==> config.mk <==
export PLATFORM = sky130hd
export DESIGN_NAME = im2col_router
export DESIGN_NICKNAME = d
export VERILOG_FILES = /design/src/rtl/im2col_router.sv
export SDC_FILE = /design/constraint.sdc
export NUM_CORES = 1
export LEC_CHECK = 0
export ABC_CLOCK_PERIOD_IN_PS = 14100
export CAP_MARGIN = 20
export CORE_UTILIZATION = 40
export CTS_CLUSTER_DIAMETER = 60
export DETAILED_ROUTE_END_ITERATION = 7
export MAX_ROUTING_LAYER = met4
export PLACE_DENSITY_LB_ADDON = 0.3
export SYNTH_ARGS = -nofsm -noshare
export SYNTH_HDL_FRONTEND = slang
export SYNTH_SLANG_ARGS = --single-unit
==> constraint.sdc <==
create_clock -name i_clk -period 14.1 [get_ports i_clk]
set_clock_uncertainty 0.2 [all_clocks]
set_input_delay 1.41 -clock i_clk [delete_from_list [all_inputs] [get_ports i_clk]]
set_output_delay 1.41 -clock i_clk [all_outputs]
set_load 0.01 [all_outputs]
==> src/rtl/im2col_router.sv <==
// im2col beat generator: walks taps x output-pixel batches, fetching elements from a packed-word SRAM with word reuse.
// Latency: 1 cycle per hit/invalid/padded lane, read latency + 1 per miss; a beat holds in EMIT until i_data_ready.
// Optional zero padding (i_pad port and bounds check) enabled by defining IM2COL_ROUTER_PAD_EN.
module im2col_router #(
  parameter int ROW_COUNT   = 4,
  parameter int DATA_WIDTH  = 8,
  parameter int WORD_ELEMS  = 8,
  parameter int ADDR_WIDTH  = 8,
  parameter int DIM_WIDTH   = 8,
  parameter int KERNEL_SIZE = 3
) (
  input  logic                                 i_clk,
  input  logic                                 i_nrst,
  input  logic                                 i_reg_clear,
  input  logic                                 i_start,
  input  logic [ADDR_WIDTH-1:0]                i_start_addr,
  input  logic [DIM_WIDTH-1:0]                 i_i_size,
  input  logic [DIM_WIDTH-1:0]                 i_o_size,
  input  logic [DIM_WIDTH-1:0]                 i_stride,
`ifdef IM2COL_ROUTER_PAD_EN
  input  logic [DIM_WIDTH-1:0]                 i_pad,
`endif
  output logic                                 o_busy,
  output logic                                 o_done,
  output logic                                 o_sram_read_en,
  output logic [ADDR_WIDTH-1:0]                o_sram_read_addr,
  input  logic [DATA_WIDTH*WORD_ELEMS-1:0]     i_sram_data,
  input  logic                                 i_sram_data_valid,
  output logic [ROW_COUNT-1:0][DATA_WIDTH-1:0] o_data,
  output logic [ROW_COUNT-1:0]                 o_row_valid,
  output logic                                 o_data_valid,
  input  logic                                 i_data_ready
);
  localparam int PW  = 2 * DIM_WIDTH;
  localparam int SW  = PW + 2;
  localparam int WSH = $clog2(WORD_ELEMS);
  localparam int LW  = (ROW_COUNT > 1) ? $clog2(ROW_COUNT) : 1;
  localparam int KW  = (KERNEL_SIZE > 1) ? $clog2(KERNEL_SIZE) : 1;
  localparam logic [LW-1:0] LANE_LAST = LW'(ROW_COUNT - 1);
  localparam logic [KW-1:0] K_LAST    = KW'(KERNEL_SIZE - 1);

  typedef enum logic [2:0] {IDLE, FETCH, WAIT, EMIT, DONE} state_t;
  state_t state;

  logic [ADDR_WIDTH-1:0]            cfg_start_addr;
  logic [DIM_WIDTH-1:0]             cfg_i_size, cfg_o_size, cfg_stride, pad_val;
  logic [LW-1:0]                    lane;
  logic [KW-1:0]                    kx, ky;
  logic [DIM_WIDTH-1:0]             cur_oy, cur_ox, base_oy, base_ox;
  logic [PW-1:0]                    cur_p, base_p;
  logic [DATA_WIDTH*WORD_ELEMS-1:0] word_reg;
  logic [ADDR_WIDTH-1:0]            word_addr;
  logic                             word_vld;

  logic [PW-1:0]            n_pix, oy_m, ox_m, e;
  logic signed [SW-1:0]     iy_s, ix_s;
  logic [ADDR_WIDTH-1:0]    rd_addr;
  logic [WSH-1:0]           sel;
  logic                     lane_in, pad_zero, hit, adv;
  logic [DATA_WIDTH-1:0]    cap_val;

`ifdef IM2COL_ROUTER_PAD_EN
  logic [DIM_WIDTH-1:0] cfg_pad;
  logic signed [SW-1:0] isz_s;
  assign pad_val  = cfg_pad;
  assign isz_s    = $signed({{(SW-DIM_WIDTH){1'b0}}, cfg_i_size});
  assign pad_zero = iy_s[SW-1] || ix_s[SW-1] || (iy_s >= isz_s) || (ix_s >= isz_s);
`else
  assign pad_val  = '0;
  assign pad_zero = 1'b0;
`endif

  always_comb begin
    n_pix   = {{DIM_WIDTH{1'b0}}, cfg_o_size} * {{DIM_WIDTH{1'b0}}, cfg_o_size};
    oy_m    = {{DIM_WIDTH{1'b0}}, cur_oy} * {{DIM_WIDTH{1'b0}}, cfg_stride};
    ox_m    = {{DIM_WIDTH{1'b0}}, cur_ox} * {{DIM_WIDTH{1'b0}}, cfg_stride};
    iy_s    = $signed({2'b00, oy_m}) + $signed({{(SW-KW){1'b0}}, ky})
            - $signed({{(SW-DIM_WIDTH){1'b0}}, pad_val});
    ix_s    = $signed({2'b00, ox_m}) + $signed({{(SW-KW){1'b0}}, kx})
            - $signed({{(SW-DIM_WIDTH){1'b0}}, pad_val});
    e       = PW'(iy_s) * {{DIM_WIDTH{1'b0}}, cfg_i_size} + PW'(ix_s);
    rd_addr = cfg_start_addr + ADDR_WIDTH'(e >> WSH);
    sel     = e[WSH-1:0];
    lane_in = cur_p < n_pix;
    hit     = word_vld && (word_addr == rd_addr);
    // A lane completes this cycle if it needs no read, or its read data just arrived.
    adv     = ((state == FETCH) && (!lane_in || pad_zero || hit))
           || ((state == WAIT) && i_sram_data_valid);
    cap_val = '0;
    if (state == WAIT)
      cap_val = i_sram_data[DATA_WIDTH*int'(sel) +: DATA_WIDTH];
    else if (lane_in && !pad_zero)
      cap_val = word_reg[DATA_WIDTH*int'(sel) +: DATA_WIDTH];
  end

  task automatic clear_all();
    state            <= IDLE;
    cfg_start_addr   <= '0;
    cfg_i_size       <= '0;
    cfg_o_size       <= '0;
    cfg_stride       <= '0;
`ifdef IM2COL_ROUTER_PAD_EN
    cfg_pad          <= '0;
`endif
    lane             <= '0;
    kx               <= '0;
    ky               <= '0;
    cur_oy           <= '0;
    cur_ox           <= '0;
    cur_p            <= '0;
    base_oy          <= '0;
    base_ox          <= '0;
    base_p           <= '0;
    word_reg         <= '0;
    word_addr        <= '0;
    word_vld         <= 1'b0;
    o_busy           <= 1'b0;
    o_done           <= 1'b0;
    o_sram_read_en   <= 1'b0;
    o_sram_read_addr <= '0;
    o_data           <= '0;
    o_row_valid      <= '0;
    o_data_valid     <= 1'b0;
  endtask

  always_ff @(posedge i_clk or negedge i_nrst) begin
    if (!i_nrst) begin
      clear_all();
    end else if (i_reg_clear) begin
      clear_all();
    end else begin
      o_done         <= 1'b0;
      o_sram_read_en <= 1'b0;
      case (state)
        IDLE: if (i_start) begin
          cfg_start_addr <= i_start_addr;
          cfg_i_size     <= i_i_size;
          cfg_o_size     <= i_o_size;
          cfg_stride     <= i_stride;
`ifdef IM2COL_ROUTER_PAD_EN
          cfg_pad        <= i_pad;
`endif
          word_vld <= 1'b0;
          lane     <= '0;
          kx       <= '0;
          ky       <= '0;
          cur_oy   <= '0;
          cur_ox   <= '0;
          cur_p    <= '0;
          base_oy  <= '0;
          base_ox  <= '0;
          base_p   <= '0;
          o_busy   <= 1'b1;
          state    <= (i_o_size == '0) ? DONE : FETCH;
        end
        FETCH, WAIT: begin
          if (adv) begin
            o_data[lane]      <= cap_val;
            o_row_valid[lane] <= lane_in;
            if (state == WAIT) begin
              word_reg  <= i_sram_data;
              word_addr <= rd_addr;
              word_vld  <= 1'b1;
            end
            // Coordinates advance even for invalid lanes so the batch end lands on base + ROW_COUNT.
            cur_p <= cur_p + 1'b1;
            if (cur_ox == cfg_o_size - DIM_WIDTH'(1)) begin
              cur_ox <= '0;
              cur_oy <= cur_oy + 1'b1;
            end else begin
              cur_ox <= cur_ox + 1'b1;
            end
            if (lane == LANE_LAST) begin
              state        <= EMIT;
              o_data_valid <= 1'b1;
            end else begin
              lane  <= lane + 1'b1;
              state <= FETCH;
            end
          end else if (state == FETCH) begin
            o_sram_read_en   <= 1'b1;
            o_sram_read_addr <= rd_addr;
            state            <= WAIT;
          end
        end
        EMIT: if (i_data_ready) begin
          o_data_valid <= 1'b0;
          lane         <= '0;
          if (kx != K_LAST) begin
            kx <= kx + 1'b1;
          end else begin
            kx <= '0;
            ky <= (ky == K_LAST) ? '0 : ky + 1'b1;
          end
          if (!(kx == K_LAST && ky == K_LAST)) begin
            cur_oy <= base_oy;
            cur_ox <= base_ox;
            cur_p  <= base_p;
            state  <= FETCH;
          end else if (cur_p >= n_pix) begin
            state <= DONE;
          end else begin
            base_oy <= cur_oy;
            base_ox <= cur_ox;
            base_p  <= cur_p;
            state   <= FETCH;
          end
        end
        DONE: begin
          o_done <= 1'b1;
          o_busy <= 1'b0;
          state  <= IDLE;
        end
        default: state <= IDLE;
      endcase
    end
  end
endmodule

==> results.md, run 1 <==
* Outcome: completed
* GRT overflow at 0
* Number of enable flip-flop cells after synthesis at 0
* Register-to-register setup slack at roughly 2500 ps
* Syn-to-layout area delta at 15.6%
* Final period utilization at 82.2%
* Netlist cell types at just over 70
* RR Endpoint: cur_oy[1]
* Rel. slew slack at roughly 28%
* Required time worst endpoint at roughly 14000 ps
* Hold Fails Final Rpt at 0
* CP most frequent cell: fa_1
* Worst Hold Launch: base_p[5]
* Worst R2R Start: cur_oy[2]
* Post-DP HPWL at about 34000 um
* Antenna viol nets, final at 0
* Power Dens Cells at around 110 nW/um^2
* Vias in the first global route at between 10k and 15k
* Post-Syn Nets at about 2.4k
* Number of max-cap violations at 0
* Synth top area share at ~30%
* CTS root buffer: clkbuf_16
* Chip height at between 200 and 250 um
* Setup Viol. Count Final at 0
* Clock Path Buffers at 3
* Total GRT Usage at 20.9%
* Buffers & Inverters on Critical Path at 6
* Via density at ~5.3
* Synth area leaders: dfrtp_1 30%, fa_1 14%, ha_1 8.2%
* CP Class: flop to flop
* Worst slack on hold paths at roughly 280 ps
* Core area at 45600 um^2
* Gp weighted congestion at between 0.8 and 0.9
* CTS tree: done
* Register Area at roughly 5700 um^2
* Min-delay worst type: flop to flop
* FFs w/ async S/R, synth at between 90% and 100%
* Worst Hold Path Cells at 2
* Effective utilization at floorplan at between 40% and 50%
* Post CTS Setup Buffer Count at 0
* Ys Warns at 0
* TNS Setup at 0 ps
* Synth Instances at about 2k
* F_max at between 80 and 90 MHz
* Vias after detailed routing at about 14k
* Worst setup path start: cur_oy[2]
* Max incr delay on CP at a little under 900 ps
* Worst setup EP type: flop
* Synth area leader: dfrtp_1
* Final Cell Area at 21500 um^2
* Post_cts resized at 0
* RSZ-0062 raised after global routing: false
* Yosys reg bits at ~230
* Min Tclk post-route at 11590 ps
* Sequential fraction of the synthesis area at between 30% and 40%
* Synthesized cell area at 18600 um^2
* DRC at 0
* Fin nets at roughly 2.4k
* Crit path max-delay family: adder cells
* R2R depth at 37
* FILL cells at between 4k and 5k
* Data arrival, critical path at around 12000 ps
* I/O pin total at 150
* P_leak at 9.79 nW
* Slowest cell on crit path: a21o_1
* Setup crit start kind: flop
* Max reg flops at 64
* Pin count of the biggest net entering global routing at 90
* Drt first pass iters at 7
* Initial antenna violation count at 3
* Clk sinks at 226
* Htree depth at 1
* Clk_lat worst skew at approximately 560 ps
* PortBufs at between 100 and 150
* Placed Cells at between 2k and 3k
* Hold endpoint: base_p[5]
* Worst Tran Pin Value at 1080 ps
* Drt wl/cell at around 17 um
* Row count at around 80
* Multi-input gate area at roughly 12000 um^2
* Drt total wl at about 47000 um
* Worst Path Max Fanout at 31
* CTS clk-pin slew, worst paths at 60 ps
* First-pass GRT wire length at around 78000 um
* Die width at ~220 um
* Avg Cell Area, Syn at around 9.2 um^2
* Maximum VDD drop at a little over 90 uV
* Final cell count without fillers at 2715
* Share of cells above drive strength 1 at 6.73%
* Placement Cell Area at 20500 um^2
* Die area at between 40000 and 50000 um^2
* Hold_buf cts at 0
* CTS Buf Count at 28
* Max Slew Vio Count at 0
* Top_reg_cell synth: dfrtp_1
* DR iter-0 viols at 765
==> metrics by stage <==
step	worst slack [ps]	utilization, %	total power [mW]
global route	1950	47.2	2.55
global placement	2790	45.0	1.64
CTS	2490	47.2	2.43
finish	2510	47.2	2.40
floorplan	4030	-	1.39
detailed placement	2540	45.0	1.66
==> worst max path at each step <==
stage / end / slack [ps] / cells past startpoint
floorplan: cur_p[13] / 4030 / 38
global placement: cur_oy[1] / 2790 / 37
detailed placement: cur_oy[1] / 2540 / 37
CTS: cur_oy[1] / 2490 / 37
global route: cur_oy[1] / 1950 / 37
finish: cur_oy[1] / 2510 / 37
==> power by group <==
group	total, mW	internal [mW]	switching [mW]
logic	0.842	0.333	0.510
registers	0.804	0.708	0.0962
clock network	0.756	0.467	0.289
==> cell usage after synthesis, types with 5 or more instances <==
library cell  instances
inv_1               198
nand4_1               8
o31ai_1              11
nand3_1              13
a21o_1               19
ha_1                122
and2_1              139
o2bb2ai_1             6
and3_1               19
mux2i_1              41
nor3b_1               9
mux4_2               32
dfrtp_1             226
o21ai_0              63
nand2b_1             44
buf_2                 9
o22ai_1               5
nand3b_1              5
xor2_1               15
nand2_1             351
o21bai_1              5
a22oi_1              12
a21oi_1             155
or3_1                 7
buf_1                 6
or2_2                12
mux2_2               20
nor2b_1              11
a211oi_1              9
xnor2_1              65
fa_1                128
a31oi_1               5
nor2_1               51
o21a_1                6
a32o_1               13
clkbuf_1             97
nor3_1               13
==> cell families (layout without fill, tap and decap cells) <==
| logic type | Yosys count | in the layout | synth area share [%] |
|---|---|---|---|
| and+or+nand+nor | 702 | 702 | 18.4 |
| AOI/OAI and AO/OA | 344 | 344 | 11.3 |
| buffers and inverters | 311 | 410 | 6.38 |
| adders and majority gates | 250 | 250 | 22.0 |
| DFF | 226 | 226 | 30.4 |
| muxes | 94 | 94 | 7.37 |
| xor gates and xnor gates | 83 | 83 | 4.14 |
| other | 2 | 6 | 0.0404 |
==> tightest hold or removal path: stages, from the launching register on <==
cell	delay (ps)
dfrtp_1	340
nand2_1	50
o21ai_0	60
==> final cells by class <==
class                   instances  area share [%]
multi-input cells            1475            54.8
diodes                          4          0.0466
well taps                     600            3.49
repair buffers                161            7.37
clock buffers                  42            3.93
flip-flops and latches        226            26.3
clock inverters                 9           0.605
inverters                     198            3.46
==> layout by cell type (no fill, tap or decap), types with 6 or more instances in the layout <==
cell type | synthesis | final
or2_2 | 12 | 12
o2bb2ai_1 | 6 | 6
nor2b_1 | 11 | 11
a21oi_1 | 155 | 155
nand4_1 | 8 | 8
a22oi_1 | 12 | 12
xnor2_1 | 65 | 65
nand2b_1 | 44 | 44
buf_4 | 0 | 13
ha_1 | 122 | 121
clkdlybuf4s50_1 | 0 | 147
o21ai_0 | 63 | 63
nand3_1 | 13 | 13
and2_1 | 139 | 139
or3_1 | 7 | 7
inv_1 | 198 | 198
dfrtp_1 | 226 | 226
fa_1 | 128 | 128
o31ai_1 | 11 | 11
o21a_1 | 6 | 6
nor3b_1 | 9 | 9
a21o_1 | 19 | 19
mux2_2 | 20 | 20
mux4_2 | 32 | 32
xor2_1 | 15 | 15
nor3_1 | 13 | 11
nor2_1 | 51 | 51
clkbuf_8 | 0 | 7
nand2_1 | 351 | 350
and3_1 | 19 | 18
a211oi_1 | 9 | 9
mux2i_1 | 41 | 41
clkbuf_1 | 97 | 6
a32o_1 | 13 | 13
clkbuf_16 | 0 | 29
==> metal layers <==
metal	wire length [um]	GRT usage [%]
met1	20300	26.3
met2	22500	34.2
met5	0	-
met4	846	4.98
met3	2980	4.67
Power figures use the tool's default switching activity.
==> run 2: changes to the inputs <==
--- a/config.mk
+++ b/config.mk
@@ -5,7 +5,7 @@
 export SDC_FILE = /design/constraint.sdc
 export NUM_CORES = 1
 export LEC_CHECK = 0
-export ABC_CLOCK_PERIOD_IN_PS = 14100
+export ABC_CLOCK_PERIOD_IN_PS = 10160
 export CAP_MARGIN = 20
 export CORE_UTILIZATION = 40
 export CTS_CLUSTER_DIAMETER = 60
==> constraint.sdc (replaced) <==
create_clock -name i_clk -period 10.16 [get_ports i_clk]
set_clock_uncertainty 0.2 [all_clocks]
set_input_delay 1.016 -clock i_clk [delete_from_list [all_inputs] [get_ports i_clk]]
set_output_delay 1.016 -clock i_clk [all_outputs]
set_load 0.01 [all_outputs]
==> run 2 against run 1 <==
Net effect: wire length is 4.2% higher; first-iteration DRC count is 12% higher; maximum frequency grew 17%; sequential share of layout area shrank 1.3 points; setup slack got worse by 2200 ps; critical path type unchanged; largest power group unchanged.
==> results.md, run 2 (synthesis results as in run 1) <==
* Initial antenna violation count at 3 (unchanged)
* Final period utilization at 97.5% (was 82.2%)
* CTS root buffer: clkbuf_16 (unchanged)
* Register Area at 5660 um^2 (about the same)
* Placed Cells at 2727 (was 2660)
* CTS clk-pin slew, worst paths at 60 ps (about the same)
* Antenna viol nets, final at 0 (unchanged)
* Setup crit start kind: flop (unchanged)
* Core area at 45600 um^2 (unchanged)
* Total GRT Usage at 21.7% (was 20.9%)
* Min Tclk post-route at 9900 ps (was 11590 ps)
* Row count at 78 (unchanged)
* CP most frequent cell: fa_1 (unchanged)
* Commonest cells after routing, fill and taps aside: 349 x nand2_1, 222 x dfrtp_1, 197 x inv_1, 151 x a21oi_1, 147 x clkdlybuf4s50_1 (was 350 x nand2_1, 226 x dfrtp_1, 198 x inv_1, 155 x a21oi_1, 147 x clkdlybuf4s50_1)
* Htree depth at 1 (unchanged)
* Chip height at 218 um (unchanged)
* Final Cell Area at 22600 um^2 (was 21500 um^2)
* Drt first pass iters at 5 (was 7)
* Syn-to-layout area delta at 21.7% (was 15.6%)
* CP Class: flop to flop (unchanged)
* I/O pin total at 150 (unchanged)
* Rel. slew slack at 26.3% (was 28.0%)
* Share of cells above drive strength 1 at 12.5% (was 6.73%)
* Hold_buf cts at 0 (unchanged)
* DR iter-0 viols at 860 (was 765)
* Vias in the first global route at 15.0k (was 14.9k)
* Worst setup EP type: flop (unchanged)
* Final cell count without fillers at 2800 (was 2715)
* CTS tree: done (unchanged)
* Via density at 5.22 (was 5.25)
* Min-delay worst type: primary input to asynchronous set/reset pin (was flop to flop)
* Effective utilization at floorplan at 40.8% (unchanged)
* Max incr delay on CP at 560 ps (was 890 ps)
* Hold Fails Final Rpt at 0 (unchanged)
* PortBufs at 149 (unchanged)
* TNS Setup at 0 ps (unchanged)
* Slowest cell on crit path: fa_1 (was a21o_1)
* Die width at 218 um (unchanged)
* Outcome: completed (unchanged)
* Clk_lat worst skew at 570 ps (was 560 ps)
* Required time worst endpoint at 10410 ps (was 14330 ps)
* Drt total wl at 48600 um (was 46600 um)
* Max reg flops at 64 (unchanged)
* Worst Path Max Fanout at 7 (was 31)
* Worst Tran Pin Value at 1110 ps (was 1080 ps)
* Commonest non-fill, non-tap cell in the layout: nand2_1 (unchanged)
* Post-DP HPWL at 35200 um (was 33900 um)
* Multi-input gate area at 12100 um^2 (was 11800 um^2)
* Gp weighted congestion at 0.896 (was 0.857)
* Fin nets at 2527 (was 2442)
* Number of max-cap violations at 0 (unchanged)
* Final core occ at 49.7% (was 47.2%)
* P_leak at 10.3 nW (was 9.79 nW)
* Power Dens Cells at 161 nW/um^2 (was 112 nW/um^2)
* Data arrival, critical path at 10160 ps (was 11820 ps)
* Die area at 47400 um^2 (unchanged)
* Clock Path Buffers at 3 (unchanged)
* FILL cells at 4183 (was 4252)
* Placement Cell Area at 21100 um^2 (was 20500 um^2)
* F_max at 101 MHz (was 86.2 MHz)
* Max Slew Vio Count at 0 (unchanged)
* CTS Buf Count at 30 (was 28)
* Setup Viol. Count Final at 0 (unchanged)
* Maximum VDD drop at 99.9 uV (was 93.2 uV)
* DRC at 0 (unchanged)
* GRT overflow at 0 (unchanged)
* First-pass GRT wire length at 80200 um (was 77500 um)
* Vias after detailed routing at 14.6k (was 14.3k)
* Pin count of the biggest net entering global routing at 104 (was 90)
* Clk sinks at 226 (unchanged)
* Drt wl/cell at 17.3 um (was 17.2 um)
run 2: cell count changes in the layout (fill, tap and decap cells not counted), moves of 4 or more:
cell     before  now
xnor2_2       0    5
buf_12        0    4
dfrtp_2       0    4
ha_1        121  109
dfrtp_1     226  222
o21ai_0      63   59
xnor2_1      65   60
a21oi_1     155  151
ha_4          0    9
buf_4        13   88
run 2: through the flow:
step                      worst slack (ps)  power [mW]  hold slack [ps]
final                                  256        3.64              243
after global routing                 -39.4        3.85              292
after CTS                            -10.8        3.58              262
after detailed placement              -231        2.42              272
after global placement               -93.3        2.40              262
after floorplan                       86.5        1.92              248
run 2: path summary, 6_finish.rpt:
path | slack [ps] | to | start | cells after the start
min in group i_clk | 280 | base_p[8] | base_p[8] | 2
max reg2reg | 260 | cur_p[5] | cur_oy[2] | 37
min | 240 | o_data[9] | i_nrst | 1
max | 260 | cur_p[5] | cur_oy[2] | 37
max in group asynchronous | 8000 | cfg_stride[3] | i_nrst | 2
min reg2reg | 280 | base_p[8] | base_p[8] | 2
run 2: repair_timing:
item / in CTS / in global routing
resized for setup: 16 / 56
setup buffers: 3 / 13
setup endpoints to repair: 81 / 82
cloned: 0 / 1
pin swaps: 11 / 43
run 2: critical path, delay by kind of cell (launching register included):
| kind | cells | cell delay, ps |
|---|---|---|
| AO/OA/AOI/OAI | 6 | 1160 |
| AND/OR/NAND/NOR | 6 | 1070 |
| buffers and inverters | 8 | 780 |
| flip-flops | 1 | 450 |
| XOR/XNOR | 4 | 880 |
| adder cells (fa/ha/maj) | 13 | 5230 |
run 2: area by class of cell:
type	instances	area share, %
Multi-Input combinational cell	1475	53.6
Sequential cell	226	25.0
Timing Repair Buffer	244	10.1
Clock buffer	44	3.95
Tap cell	600	3.32
Inverter	198	3.28
Clock inverter	10	0.685
Antenna cell	3	0.0332
run 2: layer usage:
metal / routed length, um / GRT usage (%)
met2: 23500 / 34.9
met5: 0 / -
met3: 2960 / 4.35
met1: 21300 / 28.0
met4: 809 / 4.91
run 2: power breakdown:
group / internal, mW / switching (mW)
clock: 0.689 / 0.428
combinational: 0.612 / 0.800
sequential: 0.983 / 0.125
==> run 3: changes to the inputs <==
--- a/config.mk
+++ b/config.mk
@@ -9,6 +9,7 @@
 export CAP_MARGIN = 20
 export CORE_UTILIZATION = 40
 export CTS_CLUSTER_DIAMETER = 60
+export CTS_CLUSTER_SIZE = 8
 export DETAILED_ROUTE_END_ITERATION = 7
 export MAX_ROUTING_LAYER = met4
 export PLACE_DENSITY_LB_ADDON = 0.3
==> run 3 against run 2 <==
Net effect: worst hold slack better by 13 ps; die area is the same; non-clock buffer count is 1 lower; via count hardly changed; critical endpoint is now cur_oy[7].
==> results.md, run 3 (synthesis results as in run 1) <==
* P_leak at 10.3 nW (about the same)
* Final Cell Area at 22700 um^2 (was 22600 um^2)
* Hold_buf cts at 0 (unchanged)
* Vias in the first global route at 15.1k (was 15.0k)
* Post-DP HPWL at 35200 um (unchanged)
* Clk sinks at 226 (unchanged)
* Slowest cell on crit path: fa_1 (unchanged)
* Via density at 5.23 (was 5.22)
* Drt total wl at 48600 um (about the same)
* Total GRT Usage at 21.9% (was 21.7%)
* Worst setup EP type: flop (unchanged)
* Effective utilization at floorplan at 40.8% (unchanged)
* CP Capture Point: cur_oy[7] (was cur_p[5])
* CP Class: flop to flop (unchanged)
* F_max at 101 MHz (about the same)
* Worst Tran Pin Value at 1120 ps (was 1110 ps)
* PortBufs at 149 (unchanged)
* FILL cells at 4203 (was 4183)
* CTS tree: done (unchanged)
* Syn-to-layout area delta at 21.9% (was 21.7%)
* Required time worst endpoint at 10430 ps (was 10410 ps)
* DR iter-0 viols at 851 (was 860)
* Vias after detailed routing at 14.6k (about the same)
* Share of cells above drive strength 1 at 12.5% (about the same)
* Drt wl/cell at 17.4 um (was 17.3 um)
* Register-to-register setup slack at 290 ps (was 260 ps)
* CP most frequent cell: fa_1 (unchanged)
* Chip height at 218 um (unchanged)
* Max reg flops at 64 (unchanged)
* Gp weighted congestion at 0.896 (unchanged)
* Placement Cell Area at 21100 um^2 (unchanged)
* Max Slew Vio Count at 0 (unchanged)
* Clk_lat worst skew at 560 ps (was 570 ps)
* R2R depth at 36 (was 37)
* Min-delay worst type: primary input to asynchronous set/reset pin (unchanged)
* DRC at 0 (unchanged)
* Initial antenna violation count at 3 (unchanged)
* Final period utilization at 97.2% (was 97.5%)
* RR Endpoint: cur_oy[7] (was cur_p[5])
* Power Dens Cells at 163 nW/um^2 (was 161 nW/um^2)
* CTS Buf Count at 38 (was 30)
* I/O pin total at 150 (unchanged)
* Data arrival, critical path at 10140 ps (was 10160 ps)
* Setup crit start kind: flop (unchanged)
* Die area at 47400 um^2 (unchanged)
* Maximum VDD drop at 110 uV (was 99.9 uV)
* TNS Setup at 0 ps (unchanged)
* Rel. slew slack at 25.4% (was 26.3%)
* Number of max-cap violations at 0 (unchanged)
* Outcome: completed (unchanged)
* CTS clk-pin slew, worst paths at 50 ps (was 60 ps)
* Drt first pass iters at 6 (was 5)
* Setup Viol. Count Final at 0 (unchanged)
* Final Power at 3.70 mW (was 3.64 mW)
* Clock Path Buffers at 3 (unchanged)
* Worst R2R Start: cur_oy[3] (was cur_oy[2])
* Commonest cells after routing, fill and taps aside: 349 x nand2_1, 221 x dfrtp_1, 195 x inv_1, 151 x a21oi_1, 147 x clkdlybuf4s50_1 (was 349 x nand2_1, 222 x dfrtp_1, 197 x inv_1, 151 x a21oi_1, 147 x clkdlybuf4s50_1)
* GRT overflow at 0 (unchanged)
* Antenna viol nets, final at 0 (unchanged)
* Htree depth at 2 (was 1)
* Die width at 218 um (unchanged)
* Min Tclk post-route at 9870 ps (was 9900 ps)
* First-pass GRT wire length at 80700 um (was 80200 um)
* Worst Path Max Fanout at 11 (was 7)
* Hold Fails Final Rpt at 0 (unchanged)
* Pin count of the biggest net entering global routing at 104 (unchanged)
* Fin nets at 2534 (was 2527)
* Core area at 45600 um^2 (unchanged)
* Commonest non-fill, non-tap cell in the layout: nand2_1 (unchanged)
* Max incr delay on CP at 560 ps (about the same)
* Worst setup path start: cur_oy[3] (was cur_oy[2])
* Row count at 78 (unchanged)
* CTS root buffer: clkbuf_16 (unchanged)
==> run 3: layout make-up <==
type / instances / area, um^2 / area share [%]
clock inverters: 10 / 178 / 0.784
inverters: 198 / 743 / 3.28
multi-input cells: 1475 / 12100 / 53.2
flip-flops and latches: 226 / 5660 / 25.0
diodes: 3 / 7.51 / 0.0331
clock buffers: 42 / 976 / 4.31
repair buffers: 243 / 2280 / 10.1
well taps: 600 / 751 / 3.31
==> run 3: critical path, delay by kind of cell (launching register included) <==
family          cells  cell delay (ps)
flops               1              430
xor+xnor            4              850
fa+ha+maj          13             5580
simple gates        5              910
compound gates      5              890
buf+inv             9              910
==> run 3: worst min path at each step <==
stage,start,end,cells after the start
finish,i_nrst,o_data[9],1
global route,base_p[11],base_p[11],2
CTS,i_nrst,o_data[26],1
detailed placement,base_p[5],base_p[5],2
global placement,base_oy[3],base_oy[3],2
floorplan,base_oy[3],base_oy[3],2
==> run 3: per-layer routing <==
layer / part of all wire, % / vias to the layer above / global-route usage (%)
met3: 5.9 / 74 / 4.34
met4: 2.2 / 0 / 6.13
met5: 0 / - / -
li1: - / 6972 / -
met1: 43 / 7232 / 28.2
met2: 48 / 346 / 35.0
==> run 3: metrics by stage <==
| step | utilization, % | setup WS, ps | hold WS, ps | std cells |
|---|---|---|---|---|
| floorplan | - | 86.5 | 248 | 2012 |
| global placement | 46.2 | -93.3 | 262 | 2727 |
| CTS | 48.9 | 7.03 | 274 | 2780 |
| detailed placement | 46.2 | -231 | 272 | 2727 |
| global route | 49.7 | -9.07 | 301 | 2797 |
| finish | 49.7 | 289 | 256 | 2797 |
==> run 3: timing repair <==
action | 4_1_cts | 5_1_grt
buffers inserted | 1 | 14
pin swaps | 6 | 53
cloned | 0 | 1
gates resized for setup | 10 | 53
endpoints found under the setup margin | 77 | 82
endpoints found under the hold margin | 0 | 0
==> run 3: where the power goes <==
| group | leakage, nW | internal (mW) | switching [mW] | total, mW |
|---|---|---|---|---|
| Combinational | 6.67 | 0.600 | 0.786 | 1.39 |
| Sequential | 3.12 | 0.985 | 0.123 | 1.11 |
| Clock | 0.552 | 0.739 | 0.466 | 1.21 |
| Total | 10.3 | 2.32 | 1.38 | 3.70 |
